$ cat config.mk
export PLATFORM = sky130hd
export DESIGN_NAME = accel_tenths_bcd
export DESIGN_NICKNAME = d
export VERILOG_FILES = /design/src/rtl/accel_tenths_bcd.sv
export SDC_FILE = /design/constraint.sdc
export NUM_CORES = 1
export LEC_CHECK = 0
export BUFFER_PORTS_ARGS = -buffer_cell sky130_fd_sc_hd__buf_2
export CAP_MARGIN = 0
export CORE_UTILIZATION = 31
export DETAILED_ROUTE_END_ITERATION = 8
export GPL_ROUTABILITY_DRIVEN = 1
export PLACE_DENSITY = 0.5
export SLEW_MARGIN = 20
export SYNTH_ARGS = -nofsm -noshare
export SYNTH_HDL_FRONTEND = slang
export SYNTH_SLANG_ARGS = --single-unit
$ cat constraint.sdc
create_clock -name iCLK -period 6.1 [get_ports iCLK]
set_input_delay 0.305 -clock iCLK [delete_from_list [all_inputs] [get_ports iCLK]]
set_output_delay 0.305 -clock iCLK [all_outputs]
set_load 0.05 [all_outputs]
$ cat src/rtl/accel_tenths_bcd.sv
// accel_tenths_bcd
//   Averages 2^AVG_LOG2 signed accelerometer samples (256 LSB/g) and reports
//   the magnitude of the mean in tenths of a g as three BCD digits plus a sign.
//
//   Ports
//     iCLK       single clock
//     iRST       asynchronous active-high reset
//     iDATA      signed 16-bit sample, valid while iVALID is high
//     iVALID     one-cycle sample strobe
//     oSIGN      1 = negative result (a result that rounds to 0.0 is positive)
//     oD2/oD1/oD0  BCD tens of g / units of g / tenths of g
//     oVALID     one-cycle pulse when oSIGN/oD* carry a new result
//     oBUSY      high while a result is being computed (SCALE, CONV, OUT)
//     oOVR       sticky: a sample arrived while busy and was dropped
//     dbg_state  current FSM state (ACC=0, SCALE=1, CONV=2, OUT=3)
//
//   Handshake: iVALID is a strobe with no back-pressure. A sample is taken only
//   when iVALID=1 and oBUSY=0 in the same cycle; iVALID while oBUSY=1 drops the
//   sample and sets oOVR. oVALID is a one-cycle pulse with no ready; the result
//   outputs hold until the next pulse.
module accel_tenths_bcd #(
  parameter int AVG_LOG2 = 2
) (
  input  logic        iCLK,
  input  logic        iRST,
  input  logic [15:0] iDATA,
  input  logic        iVALID,
  output logic        oSIGN,
  output logic [3:0]  oD2,
  output logic [3:0]  oD1,
  output logic [3:0]  oD0,
  output logic        oVALID,
  output logic        oBUSY,
  output logic        oOVR,
  output logic [1:0]  dbg_state
);

  localparam int AW   = 16 + AVG_LOG2;
  localparam int CW   = (AVG_LOG2 == 0) ? 1 : AVG_LOG2;
  localparam int LAST = (1 << AVG_LOG2) - 1;

  typedef enum logic [1:0] {
    ACC   = 2'd0,
    SCALE = 2'd1,
    CONV  = 2'd2,
    OUT   = 2'd3
  } state_t;

  state_t             state;
  logic signed [AW-1:0] acc;
  logic [CW-1:0]      cnt;
  logic signed [15:0] mean;
  logic               sign_r;
  logic [7:0]         bin;
  logic [11:0]        bcd;
  logic [2:0]         bit_cnt;

  // Accumulate path: AW bits hold 2^AVG_LOG2 full-scale samples without overflow.
  logic signed [AW-1:0] sum;
  logic signed [15:0]   mean_next;
  logic                 last_sample;

  always_comb begin
    sum         = acc + AW'($signed(iDATA));
    mean_next   = 16'(sum >>> AVG_LOG2);
    last_sample = (cnt == CW'(LAST));
  end

  // Scale path: |mean| needs 17 bits so that -32768 maps to +32768.
  logic [16:0] mean_ext;
  logic [16:0] mag;
  logic [20:0] prod;
  logic [12:0] tenths_full;
  logic [7:0]  tenths8;

  always_comb begin
    mean_ext    = {mean[15], mean};
    mag         = mean[15] ? (~mean_ext + 17'd1) : mean_ext;
    prod        = {4'd0, mag} * 21'd10 + 21'd128;
    tenths_full = 13'(prod >> 8);
    tenths8     = (tenths_full > 13'd199) ? 8'd199 : tenths_full[7:0];
  end

  // One double-dabble step: add 3 to any digit >= 5, then shift in the next bit.
  logic [11:0] adj;
  logic [19:0] sh;
  logic [11:0] bcd_n;
  logic [7:0]  bin_n;

  always_comb begin
    adj = bcd;
    for (int i = 0; i < 3; i++) begin
      if (adj[4*i +: 4] >= 4'd5) adj[4*i +: 4] = adj[4*i +: 4] + 4'd3;
    end
    sh    = {adj, bin} << 1;
    bcd_n = sh[19:8];
    bin_n = sh[7:0];
  end

  always_ff @(posedge iCLK or posedge iRST) begin
    if (iRST) begin
      state   <= ACC;
      acc     <= '0;
      cnt     <= '0;
      mean    <= '0;
      sign_r  <= 1'b0;
      bin     <= '0;
      bcd     <= '0;
      bit_cnt <= '0;
      oSIGN   <= 1'b0;
      oD2     <= '0;
      oD1     <= '0;
      oD0     <= '0;
      oVALID  <= 1'b0;
      oOVR    <= 1'b0;
    end else begin
      if (iVALID && (state != ACC)) oOVR <= 1'b1;

      case (state)
        ACC: begin
          if (iVALID) begin
            if (last_sample) begin
              mean  <= mean_next;
              acc   <= '0;
              cnt   <= '0;
              state <= SCALE;
            end else begin
              acc <= sum;
              cnt <= cnt + 1'b1;
            end
          end
        end
        SCALE: begin
          bin     <= tenths8;
          bcd     <= '0;
          bit_cnt <= '0;
          sign_r  <= mean[15] && (tenths8 != 8'd0);
          state   <= CONV;
        end
        CONV: begin
          bcd     <= bcd_n;
          bin     <= bin_n;
          bit_cnt <= bit_cnt + 3'd1;
          // The eighth shift completes the conversion; publish its result so
          // the registered outputs are live during the OUT cycle.
          if (bit_cnt == 3'd7) begin
            oSIGN  <= sign_r;
            oD2    <= bcd_n[11:8];
            oD1    <= bcd_n[7:4];
            oD0    <= bcd_n[3:0];
            oVALID <= 1'b1;
            state  <= OUT;
          end
        end
        OUT: begin
          oVALID <= 1'b0;
          state  <= ACC;
        end
        default: state <= ACC;
      endcase
    end
  end

  assign oBUSY     = (state != ACC);
  assign dbg_state = state;

endmodule

# After elaboration in Yosys (flattened, before gate mapping)
# Index checks and enable logic that the tools add are counted.
dict set report word_totals {
  ff_bits 77
  input_bits 19
  wordCells 64
}
dict set report classes {
  order_cmp 4
  reduce_logical 12
  eq_ne 8
  n_addsub 8
  n_mux 16
  multipliers 1
  bitwise_logic 1
}
# operator n
set op_table {}
lappend op_table {{$pmux W12 S2} 1}
lappend op_table {{$add A21 B8 Y21 const B} 1}
lappend op_table {{$mul A17 B3 Y20 const B} 1}
lappend op_table {{$add A18 B16 Y18} 1}
lappend op_table {{$mux W18} 1}
lappend op_table {{$add A17 B1 Y17 const B} 1}
lappend op_table {{$mux W17} 1}
lappend op_table {{$not A17 Y17} 1}
lappend op_table {{$pmux W8 S2} 1}
lappend op_table {{$gt A13 B8 Y1 const B} 1}
lappend op_table {{$ge A4 B3 Y1 const B} 3}
lappend op_table {{$add A4 B2 Y4 const B} 2}
lappend op_table {{$mux W2} 4}
lappend op_table {{$mux W4} 2}
lappend op_table {{$mux W8} 1}
lappend op_table {{$pmux W2 S4} 1}
lappend op_table {{$reduce_bool A8 Y1} 1}
lappend op_table {{$eq A2 B2 Y1 const B} 3}
lappend op_table {{$ne A2 B2 Y1 const B} 3}
lappend op_table {{$pmux W3 S2} 1}
lappend op_table {{$reduce_and A2 Y1} 3}
lappend op_table {{$reduce_and A3 Y1} 2}
lappend op_table {{$reduce_bool A2 Y1} 3}
lappend op_table {{$add A3 B1 Y3 const B} 1}
lappend op_table {{9 further kinds} 10}

# Depth between registers and ports, before layout
# Gate-level depths: netlist of the first run.
dict set report depth {
  word_depth 9
  mapped_depth 20
  mapped_depth_nobuf 19
}

# Least setup slack after synthesis of the first run
# No wires, ideal clock.
dict set report synth_timing {
  path_kind {reg2reg}
  from {reg mean[3]}
  to {reg bin[1]}
  path_stages_with_launch 21
  n_path_buf 1
  synth_period_minus_slack_ns 4.252
  t_arrival_ns 4.102
  path_slack_ns 1.848
  t_required_ns 5.949
  path_cell_list {dfrtp_1 clkbuf_1 nor4_1 nand2b_1 or2_2 nor3b_1 a21oi_1 xnor2_1 ha_1 nand2_1 o21ai_0 a21o_4 nor2_1 ha_1 nand2_1 nor2_1 a21o_1 a221oi_1 o31a_1 a2111oi_4 a31oi_1}
}
dict set report synth_between {
  elab_chain_len 8
}
# element line_no
set synth_rtl {}
lappend synth_rtl {{start: declaration} 52} ;# logic signed [15:0] mean;
lappend synth_rtl {{start signal: assignment} 123} ;# mean <= mean_next;
lappend synth_rtl {{$not A17 Y17} 78} ;# mag = mean[15] ? (~mean_ext + 17'd1) : mean_ext;
lappend synth_rtl {{$add A17 B1 Y17} 78}
lappend synth_rtl {{$mux W17 *} 78}
lappend synth_rtl {{$mul A17 B3 Y20 *} 79} ;# prod = {4'd0, mag} * 21'd10 + 21'd128;
lappend synth_rtl {{$add A21 B8 Y21 *} 79}
lappend synth_rtl {{$gt A13 B8 Y1} 81} ;# tenths8 = (tenths_full > 13'd199) ? 8'd199 : tenths_full[7:0];
lappend synth_rtl {{$mux W8 *} 81}
lappend synth_rtl {{$pmux W8 S2 *} 119} ;# case (state)
lappend synth_rtl {{end signal: assignment} 134} ;# bin <= tenths8;
lappend synth_rtl {{end signal: assignment} 142} ;# bin <= bin_n;
lappend synth_rtl {{end: declaration} 54} ;# logic [7:0] bin;
# Every way passes the cells marked *; elsewhere a longest branch is shown, timed or not.
# A chain may end at the register's enable or synchronous reset.

# Worst setup path after layout of the first run
dict set report layout_timing {
  from {reg mean[3]}
  to {reg bin[7]}
}
# Same word-level chain as after synthesis.

==> results of run 1 <==
layout by cell type (no fill, tap or decap), types with 9 or more instances in the layout:
cell       instances
dfrtp_1           77
nand2_1           65
ha_1              57
o21ai_0           56
buf_2             36
inv_1             34
xnor2_1           33
a21oi_1           29
nor2_1            22
xor2_1            18
nand3_1           15
mux2_2            14
nand2b_1          12
o22ai_1           11
nor3_1            10
a31oi_1           10
a21o_1             9
clkbuf_16          9
layout make-up:
| type | count | area, um^2 | share of cell area (%) |
|---|---|---|---|
| repair buffers | 38 | 198.9 | 3.243 |
| flip-flops and latches | 77 | 1927 | 31.41 |
| inverters | 35 | 132.6 | 2.162 |
| multi-input cells | 451 | 3288 | 53.60 |
| clock buffers | 9 | 225.2 | 3.671 |
| well taps | 225 | 281.5 | 4.589 |
| clock inverters | 7 | 81.33 | 1.326 |
sequential cells by signal, indices dropped and copies added (netlist names):
register,flops
acc,18
mean,16
bcd,12
bin,8
oD0,4
oD1,4
oD2,4
bit_cnt,3
cnt,2
dbg_state,2
oOVR,1
oSIGN,1
oVALID,1
sign_r,1
worst reg2reg max path, cell delays in order, from the launching register on:
cell and delay [ps]:
dfrtp_1 470, nor4_1 490, nand2b_1 150, or2_2 320, nor3b_1 200, a21oi_1 70
xnor2_1 150, ha_1 350, nand2_1 90, o21ai_0 140, a21o_4 250, nor2_1 120
ha_1 180, nand2_1 60, nor2_1 370, a21o_1 140, a221oi_1 70, o31a_1 340
a2111oi_4 460, a31oi_1 170
per-stage QoR:
| step | cells | hold WS (ps) | utilization (%) | instance area (um^2) |
|---|---|---|---|---|
| after CTS | 842 | 211.3 | 35.68 | 6128 |
| after global placement | 826 | 435.9 | 33.89 | 5822 |
| after floorplan | 585 | 426.1 | - | 5430 |
| after global routing | 842 | 216.0 | 35.72 | 6135 |
| final | 842 | 137.6 | 35.72 | 6135 |
| after detailed placement | 826 | 443.7 | 33.89 | 5822 |
cells by family after synthesis:
| logic type | synth area share, % |
|---|---|
| other | 0.06906 |
| xor gates and xnor gates | 9.125 |
| buffers and inverters | 4.009 |
| DFF | 35.48 |
| muxes | 3.825 |
| adders and majority gates | 13.73 |
| and+or+nand+nor | 14.38 |
| AOI/OAI and AO/OA | 19.38 |
layer usage:
metal | track usage, % | routed length, um | up-vias
li1 | - | - | 2117
met1 | 16.87 | 5559 | 1961
met2 | 23.40 | 5556 | 71
met3 | 3.855 | 420 | 7
met4 | 2.185 | 69 | 0
met5 | 0 | 0 | -
how the worst max path moves through the flow:
stage / startpoint / to / cells past startpoint
2_1_floorplan: mean[3]$_DFFE_PP0P_ / bin[1]$_DFFE_PP0P_ / 20
3_5_place_dp: mean[3]$_DFFE_PP0P_ / bin[0]$_DFFE_PP0P_ / 19
4_1_cts: mean[3]$_DFFE_PP0P_ / bin[0]$_DFFE_PP0P_ / 19
5_1_grt: mean[3]$_DFFE_PP0P_ / bin[2]$_DFFE_PP0P_ / 19
3_3_place_gp: mean[3]$_DFFE_PP0P_ / bin[0]$_DFFE_PP0P_ / 19
6_report: mean[3]$_DFFE_PP0P_ / bin[7]$_DFFE_PP0P_ / 19
==> summary.txt, run 1 <==
Initial DRT Pass Iterations = 6
Hold Crit Class = primary input to async pin
Post-route ant nets = 0
EDFF count, synth = 0
Gpl congestion = 0.7791
Clock sinks = 77
Tcrit/Tclk final = 77.70%
R2R cell count = 19
FMAX = 211.0 MHz
Mapped cell area = 5430 um^2
FF-to-FF End = bin[7]$_DFFE_PP0P_
Max-Cap Viols = 0
R2R Setup Slk = 1360 ps
Asr flop ratio synth = 100.0%
Initial antenna violation count = 0
Grt ovf = 0
First-pass GRT wire length = 19.73 mm
Mean routed wirelength per cell = 13.78 um
Placement Setup Slack = 1386 ps
RSZ-0062 raised after global routing = false
CTS Hold Buffers Added = 0
Layout Skew = 9.557 ps
Rows = 48
Vias/cell = 4.936
First DRT Iteration DRCs = 175
Layout cells sized above 1 = 15.07%
Layout Area Growth over Synthesis = 12.97%
Synthesized flop and latch total = 77
# port buffers = 36
Top cells by area, synth = dfrtp_1, ha_1, xnor2_1, o21ai_0, nand2_1
Total die area = 18050 um^2
Drt drc = 0
Top-area cell type share of the netlist area = 35.48%
Final setup TNS = 0 ps
Fin worst setup slack = 1360 ps
YS warnings = 0
Vias = 4156
Detailed Route WL = 11.61 mm
Setup Buffers After CTS = 0
Final hold vios = 0
Nets@finish = 690
Final slew viol count = 0
Clk_lat worst skew = 340 ps
FILL cells = 1807
Clock slew at reported path FFs = 70 ps
Vias in the first global route = 4124
Top-count cell post-synth = dfrtp_1
Register area share after synthesis = 35.48%
Endpoint type of the worst setup path = flop
H-tree depth = 3
CTS tree = done
Largest area contributor in the netlist = dfrtp_1
Die extent in x = 134.4 um
Initial Utilization = 31.61%
CTS buffer count = 9
Clock Tree Root = clkbuf_16
Detailed Place HPWL = 8.630 mm
Setup crit start kind = flop
Final setup vio count = 0
Crit-path slowest cell = nor4_1
Distinct cells, synth = 61
Cells after Synth = 585
Commonest cells post-synth = dfrtp_1, nand2_1, ha_1
Critical path class = flop to flop
Worst endpoint required time = 6290 ps
Most used DFF post-synth = dfrtp_1
Post-route minimum period = 4740 ps
Worst-path cell chain = nor4_1 -> nand2b_1 -> or2_2 -> nor3b_1 -> a21oi_1 -> xnor2_1 -> ha_1 -> nand2_1 -> o21ai_0 -> a21o_4 -> nor2_1 -> ha_1 -> nand2_1 -> nor2_1 -> a21o_1 -> a221oi_1 -> o31a_1 -> a2111oi_4 -> a31oi_1
Buf+Inv Stages, Crit Path = 0
Worst-case headroom to the max-slew limit = 41.19%
Slew @ Worst Pin = 879.7 ps
Total nets after synthesis = 663
N_diodes = 0
Die height = 134.4 um
CP peak stage delay = 490 ps
RR Startpoint = mean[3]$_DFFE_PP0P_
CP Data Arrival Time = 4930 ps
Largest net degree at the start of global routing = 78
GR Util All Layers = 13.52%
Post-CTS Resized = 0
Top delay family on crit path = simple AND/OR/NAND/NOR gates
Status = completed
Critical path fanouts, max = 9
Max clock buf depth = 2
Syn_area_per_cell = 9.282 um^2
I/O Pins = 37
Core Footprint = 17180 um^2
Power of run 1 is left out: the tool's default activity adds up to more than one toggle a clock period on the data nets, which glitch-free logic cannot reach.
==> run 2: changes to the inputs <==
--- a/config.mk
+++ b/config.mk
@@ -5,12 +5,13 @@
 export SDC_FILE = /design/constraint.sdc
 export NUM_CORES = 1
 export LEC_CHECK = 0
+export ABC_AREA = 1
 export BUFFER_PORTS_ARGS = -buffer_cell sky130_fd_sc_hd__buf_2
 export CAP_MARGIN = 0
 export CORE_UTILIZATION = 31
 export DETAILED_ROUTE_END_ITERATION = 8
 export GPL_ROUTABILITY_DRIVEN = 1
-export PLACE_DENSITY = 0.5
+export PLACE_DENSITY = 0.52
 export SLEW_MARGIN = 20
 export SYNTH_ARGS = -nofsm -noshare
 export SYNTH_HDL_FRONTEND = slang
==> constraint.sdc (replaced) <==
create_clock -name iCLK -period 4.17 [get_ports iCLK]
set_input_delay 0.2085 -clock iCLK [delete_from_list [all_inputs] [get_ports iCLK]]
set_output_delay 0.2085 -clock iCLK [all_outputs]
set_load 0.05 [all_outputs]
==> summary.txt, run 2 <==
Die extent in x = 136.2 um
Buf+Inv Stages, Crit Path = 2
YS warnings = 0
GR Util All Layers = 14.66%
CTS buffer count = 9
Synthesized flop and latch total = 77
Final hold vios = 0
Hold Crit Class = primary input to flop
EDFF count, synth = 0
Layout Skew = 9.335 ps
Initial Utilization = 32.05%
Gpl congestion = 0.7818
First-pass GRT wire length = 21.53 mm
CP peak stage delay = 430 ps
Cell mode on critical path = nand2_1
Top-count cell post-synth = nand2_1
Number of flip-flops under the largest register name = 18
Hold Startpoint = iVALID
Initial DRT Pass Iterations = 4
Placed cell count = 967
Top delay family on crit path = simple AND/OR/NAND/NOR gates
First DRT Iteration DRCs = 189
Vias in the first global route = 4638
Final setup vio count = 0
RR Startpoint = mean[0]$_DFFE_PP0P_
Cells after Synth = 713
Most used DFF post-synth = dfrtp_1
H-tree depth = 3
Layout cells sized above 1 = 17.30%
Final slew viol count = 0
Non-filler cells, final = 988
Post-route ant nets = 0
Critical path fanouts, max = 7
Hold path depth = 2
Mapped cell area = 5583 um^2
Worst-case headroom to the max-slew limit = 48.77%
Nets@finish = 836
Clock slew at reported path FFs = 60 ps
Die height = 136.2 um
Mean routed wirelength per cell = 12.40 um
Distinct cells, synth = 43
Top cells by area, synth = dfrtp_1, ha_1, nand2_1, o21ai_0, inv_1
Clock sinks = 77
Drt drc = 0
Max clock buf depth = 2
CTS tree = done
Grt ovf = 0
Clock Tree Root = clkbuf_16
Layout Area Growth over Synthesis = 16.20%
R2R cell count = 25
Tcrit/Tclk final = 92.38%
Setup crit start kind = flop
Total die area = 18550 um^2
Largest area contributor in the netlist = dfrtp_1
FMAX = 259.6 MHz
Regs by FF count = acc (18), mean (16), bcd (12)
Rows = 48
N_diodes = 0
Crit-path slowest cell = dfrtp_1
# port buffers = 36
Commonest non-fill, non-tap cell in the layout = nand2_1
Syn_area_per_cell = 7.830 um^2
Commonest non-fill, non-tap cells in the layout = nand2_1, inv_1, dfrtp_1, o21ai_0, ha_1
Total nets after synthesis = 791
Max-Cap Viols = 0
R2R Setup Slk = 320 ps
Slew @ Worst Pin = 766.6 ps
Placement-stage cell area = 6035 um^2
FF-to-FF End = sign_r$_DFFE_PP0N_
Largest net degree at the start of global routing = 43
Detailed Place HPWL = 9.288 mm
Worst endpoint required time = 4410 ps
Status = completed
Detailed Route WL = 12.25 mm
Initial antenna violation count = 0
Vias = 4604
Critical path class = flop to flop
Setup crit start = mean[0]$_DFFE_PP0P_
Top-area cell type share of the netlist area = 34.51%
Final instance area = 6487 um^2
Clk_lat worst skew = 340 ps
Commonest cells post-synth = nand2_1, inv_1, dfrtp_1
Endpoint type of the worst setup path = flop
I/O Pins = 37
Vias/cell = 4.660
Core Footprint = 17420 um^2
WHS Endpoint = oOVR$_DFFE_PP0P_
Register area share after synthesis = 34.51%
Most flop-heavy register = acc
Asr flop ratio synth = 100.0%
Post-route minimum period = 3852 ps
CP Data Arrival Time = 4090 ps
run 2: cell count changes in the layout (fill, tap and decap cells not counted), moves of 7 or more:
cell	before	now
o21ai_0	56	67
nor2_1	22	34
nand2_1	65	156
nand2_2	0	20
a31oi_1	10	2
xnor2_1	33	12
nand3_1	15	39
o22ai_1	11	18
mux2_2	14	0
buf_4	1	10
inv_1	34	79
nand2b_1	12	0
nand3_2	0	8
nor3_1	10	3
run 2: repair_timing:
| item | 4_1_cts | 5_1_grt |
|---|---|---|
| endpoints found under the hold margin | 2 | 0 |
| setup endpoints to repair | 0 | 9 |
| resized for setup | 0 | 20 |
| hold buffers | 1 | 0 |
| setup buffers | 0 | 4 |
run 2: cells by family (layout without fill, tap and decap cells):
| family | count (synthesis) | after routing | synth area share, % |
|---|---|---|---|
| AND/OR/NAND/NOR | 296 | 296 | 24.97 |
| AO/OA/AOI/OAI | 148 | 148 | 15.22 |
| buffers and inverters | 100 | 150 | 6.858 |
| flip-flops | 77 | 77 | 34.51 |
| adder cells (fa/ha/maj) | 59 | 59 | 13.36 |
| XOR/XNOR | 32 | 32 | 5.020 |
| other | 1 | 1 | 0.06717 |
run 2: metal layers:
layer  part of all wire, %  track usage, %  vias to the layer above
met5                     0               0                        -
met3                   2.5           3.318                       10
li1                      -               -                     2473
met2                    47           23.80                       37
met4                   1.4           5.123                        0
met1                    49           18.98                     2084
run 2: worst max path at each step:
stage | end | depth (start not counted)
final | sign_r$_DFFE_PP0N_ | 25
after global routing | sign_r$_DFFE_PP0N_ | 25
after CTS | sign_r$_DFFE_PP0N_ | 25
after detailed placement | sign_r$_DFFE_PP0N_ | 25
after global placement | sign_r$_DFFE_PP0N_ | 24
after floorplan | sign_r$_DFFE_PP0N_ | 24
run 2: through the flow:
stage               hold slack (ps)  worst slack, ps  utilization, %  TNS (ps)
CTS                           98.12            113.9           36.53         0
floorplan                     329.6            640.3               -         0
global placement              363.1            253.0           34.65         0
finish                        106.9            317.7           37.25         0
global route                  98.87           -30.87           37.25    -30.87
detailed placement            369.5            139.0           34.65         0
run 2: area by class of cell:
class | count | area [um^2]
Sequential cell | 77 | 1928
Clock inverter | 5 | 85.08
Multi-Input combinational cell | 536 | 3367
Fill cell | 1835 | 10930
Inverter | 87 | 327.8
Tap cell | 225 | 281.5
Clock buffer | 11 | 232.7
Timing Repair Buffer | 47 | 265.3
Power of run 2 is left out for the same reason.
==> run 3: changes to the inputs <==
--- a/config.mk
+++ b/config.mk
@@ -6,12 +6,13 @@
 export NUM_CORES = 1
 export LEC_CHECK = 0
 export ABC_AREA = 1
-export BUFFER_PORTS_ARGS = -buffer_cell sky130_fd_sc_hd__buf_2
 export CAP_MARGIN = 0
-export CORE_UTILIZATION = 31
+export CORE_ASPECT_RATIO = 0.7
+export CORE_UTILIZATION = 35
 export DETAILED_ROUTE_END_ITERATION = 8
+export DONT_BUFFER_PORTS = 1
 export GPL_ROUTABILITY_DRIVEN = 1
-export PLACE_DENSITY = 0.52
+export PLACE_DENSITY = 0.55
 export SLEW_MARGIN = 20
 export SYNTH_ARGS = -nofsm -noshare
 export SYNTH_HDL_FRONTEND = slang
==> summary.txt, run 3 (synthesis results as in run 2) <==
FMAX = 263.6 MHz
Largest net degree at the start of global routing = 44
Gpl congestion = 0.8637
Mean routed wirelength per cell = 13.47 um
Clock sinks = 77
Nets@finish = 798
FILL cells = 1540
# port buffers = 0
Final hold vios = 0
Detailed Place HPWL = 9.501 mm
Endpoint type of the worst setup path = flop
Final instance area = 6267 um^2
Worst endpoint required time = 4410 ps
Clock Tree Root = clkbuf_16
I/O Pins = 37
Regs by FF count = acc (18), mean (16), bcd (12)
Die extent in x = 153.0 um
Non-filler cells, final = 925
GR met1 Demand/Resource = 22.45%
Critical path fanouts, max = 7
Initial Utilization = 35.91%
Detailed Route WL = 12.46 mm
Rows = 38
WHS Endpoint = acc[0]$_DFFE_PP0P_
Vias = 4616
First-pass GRT wire length = 21.50 mm
CTS buffer count = 9
Hold Crit Class = primary input to flop
Worst-case headroom to the max-slew limit = 54.43%
Drt drc = 0
RR Startpoint = mean[2]$_DFFE_PP0P_
Max clock buf depth = 2
Grt ovf = 0
Reg area = 1929 um^2
Post-route minimum period = 3793 ps
Total die area = 16470 um^2
Vias in the first global route = 4643
Core Footprint = 15550 um^2
GR Util met3 = 4.469%
Clk_lat worst skew = 350 ps
Hold WS = 115.6 ps
Clock slew at reported path FFs = 70 ps
Most flop-heavy register = acc
Commonest non-fill, non-tap cell in the layout = nand2_1
N_diodes = 0
Die height = 107.7 um
R2R cell count = 23
Setup crit start kind = flop
Multi-input gate area = 3339 um^2
Post-route ant nets = 0
R2R Setup Slk = 380 ps
GR Util All Layers = 16.20%
Layout cells sized above 1 = 12.97%
Tcrit/Tclk final = 90.96%
Hold path depth = 2
Layout Area Growth over Synthesis = 12.26%
CTS tree = done
Number of flip-flops under the largest register name = 18
Commonest non-fill, non-tap cells in the layout = nand2_1, inv_1, dfrtp_1, o21ai_0, ha_1
Initial DRT Pass Iterations = 4
Placed cell count = 906
FF-to-FF End = sign_r$_DFFE_PP0N_
Hold Startpoint = iDATA[0]
H-tree depth = 3
CP Data Arrival Time = 4030 ps
First DRT Iteration DRCs = 206
Layout Skew = 9.810 ps
Initial antenna violation count = 0
Vias/cell = 4.990
Max-Cap Viols = 0
Status = completed
Final slew viol count = 0
GRT Max-Usage Layer = met2
Slew @ Worst Pin = 681.9 ps
Setup crit start = mean[2]$_DFFE_PP0P_
Met2 Resource Use GR = 24.12%
Placement-stage cell area = 5823 um^2
Critical path class = flop to flop
Final setup vio count = 0
run 3: cell types whose count changed in the layout (fill, tap and decap cells not counted), sizes merged:
| cell | change |
|---|---|
| buf | -39 |
| inv | +2 |
| bufinv | +1 |
| clkbuf | -1 |
| clkinv | -1 |
| clkinvlp | -1 |
| dlygate4sd3 | +1 |
run 3: layer usage:
metal,part of all wire [%],up-vias
met3,4.0,11
met1,52,2142
met2,42,60
met4,1.4,0
li1,-,2403
met5,0,-
run 3: area by class of cell:
class / count / share of cell area (%)
clock buffers: 10 / 3.653
clock inverters: 6 / 1.897
inverters: 87 / 5.231
multi-input cells: 536 / 53.28
flip-flops and latches: 77 / 30.78
well taps: 200 / 3.993
repair buffers: 9 / 1.158
run 3: worst max-delay path, cell delays in order (launching register included):
cell and delay [ps]:
dfrtp_2 460, nor3_4 210, nand3_1 90, nor2_1 120
nand2_1 100, nor3_2 190, inv_1 70, nor4_1 390
ha_1 340, ha_1 360, inv_1 100, nor3_1 180
nand2_1 100, nand3_1 90, xor2_1 150, nand2_1 80
nor2_1 100, nand2_1 70, inv_2 80, nand3_4 110
nor2_2 120, nand3_1 90, nand2_1 60, nand2_1 50
run 3: worst max-delay path by stage:
stage / endpoint / slack [ps]
after floorplan: sign_r$_DFFE_PP0N_ / 640
after global placement: sign_r$_DFFE_PP0N_ / 260
after detailed placement: sign_r$_DFFE_PP0N_ / 230
after CTS: sign_r$_DFFE_PP0N_ / 190
after global routing: sign_r$_DFFE_PP0N_ / -20
final: sign_r$_DFFE_PP0N_ / 380
run 3: what timing repair did:
| action | 4_1_cts | 5_1_grt |
|---|---|---|
| setup endpoints to repair | 0 | 9 |
| resized for setup | 0 | 18 |
| setup buffers | 0 | 1 |
| hold endpoints to repair | 35 | 0 |
| hold buffers | 2 | 0 |
run 3: stage by stage:
step	setup WS, ps	utilization, %	TNS (ps)
after floorplan	640.3	-	0
after global placement	261.8	37.45	0
after detailed placement	227.9	37.45	0
after CTS	189.7	39.82	0
after global routing	-17.73	40.31	-17.73
final	377.0	40.31	0
Power of run 3 is left out for the same reason.
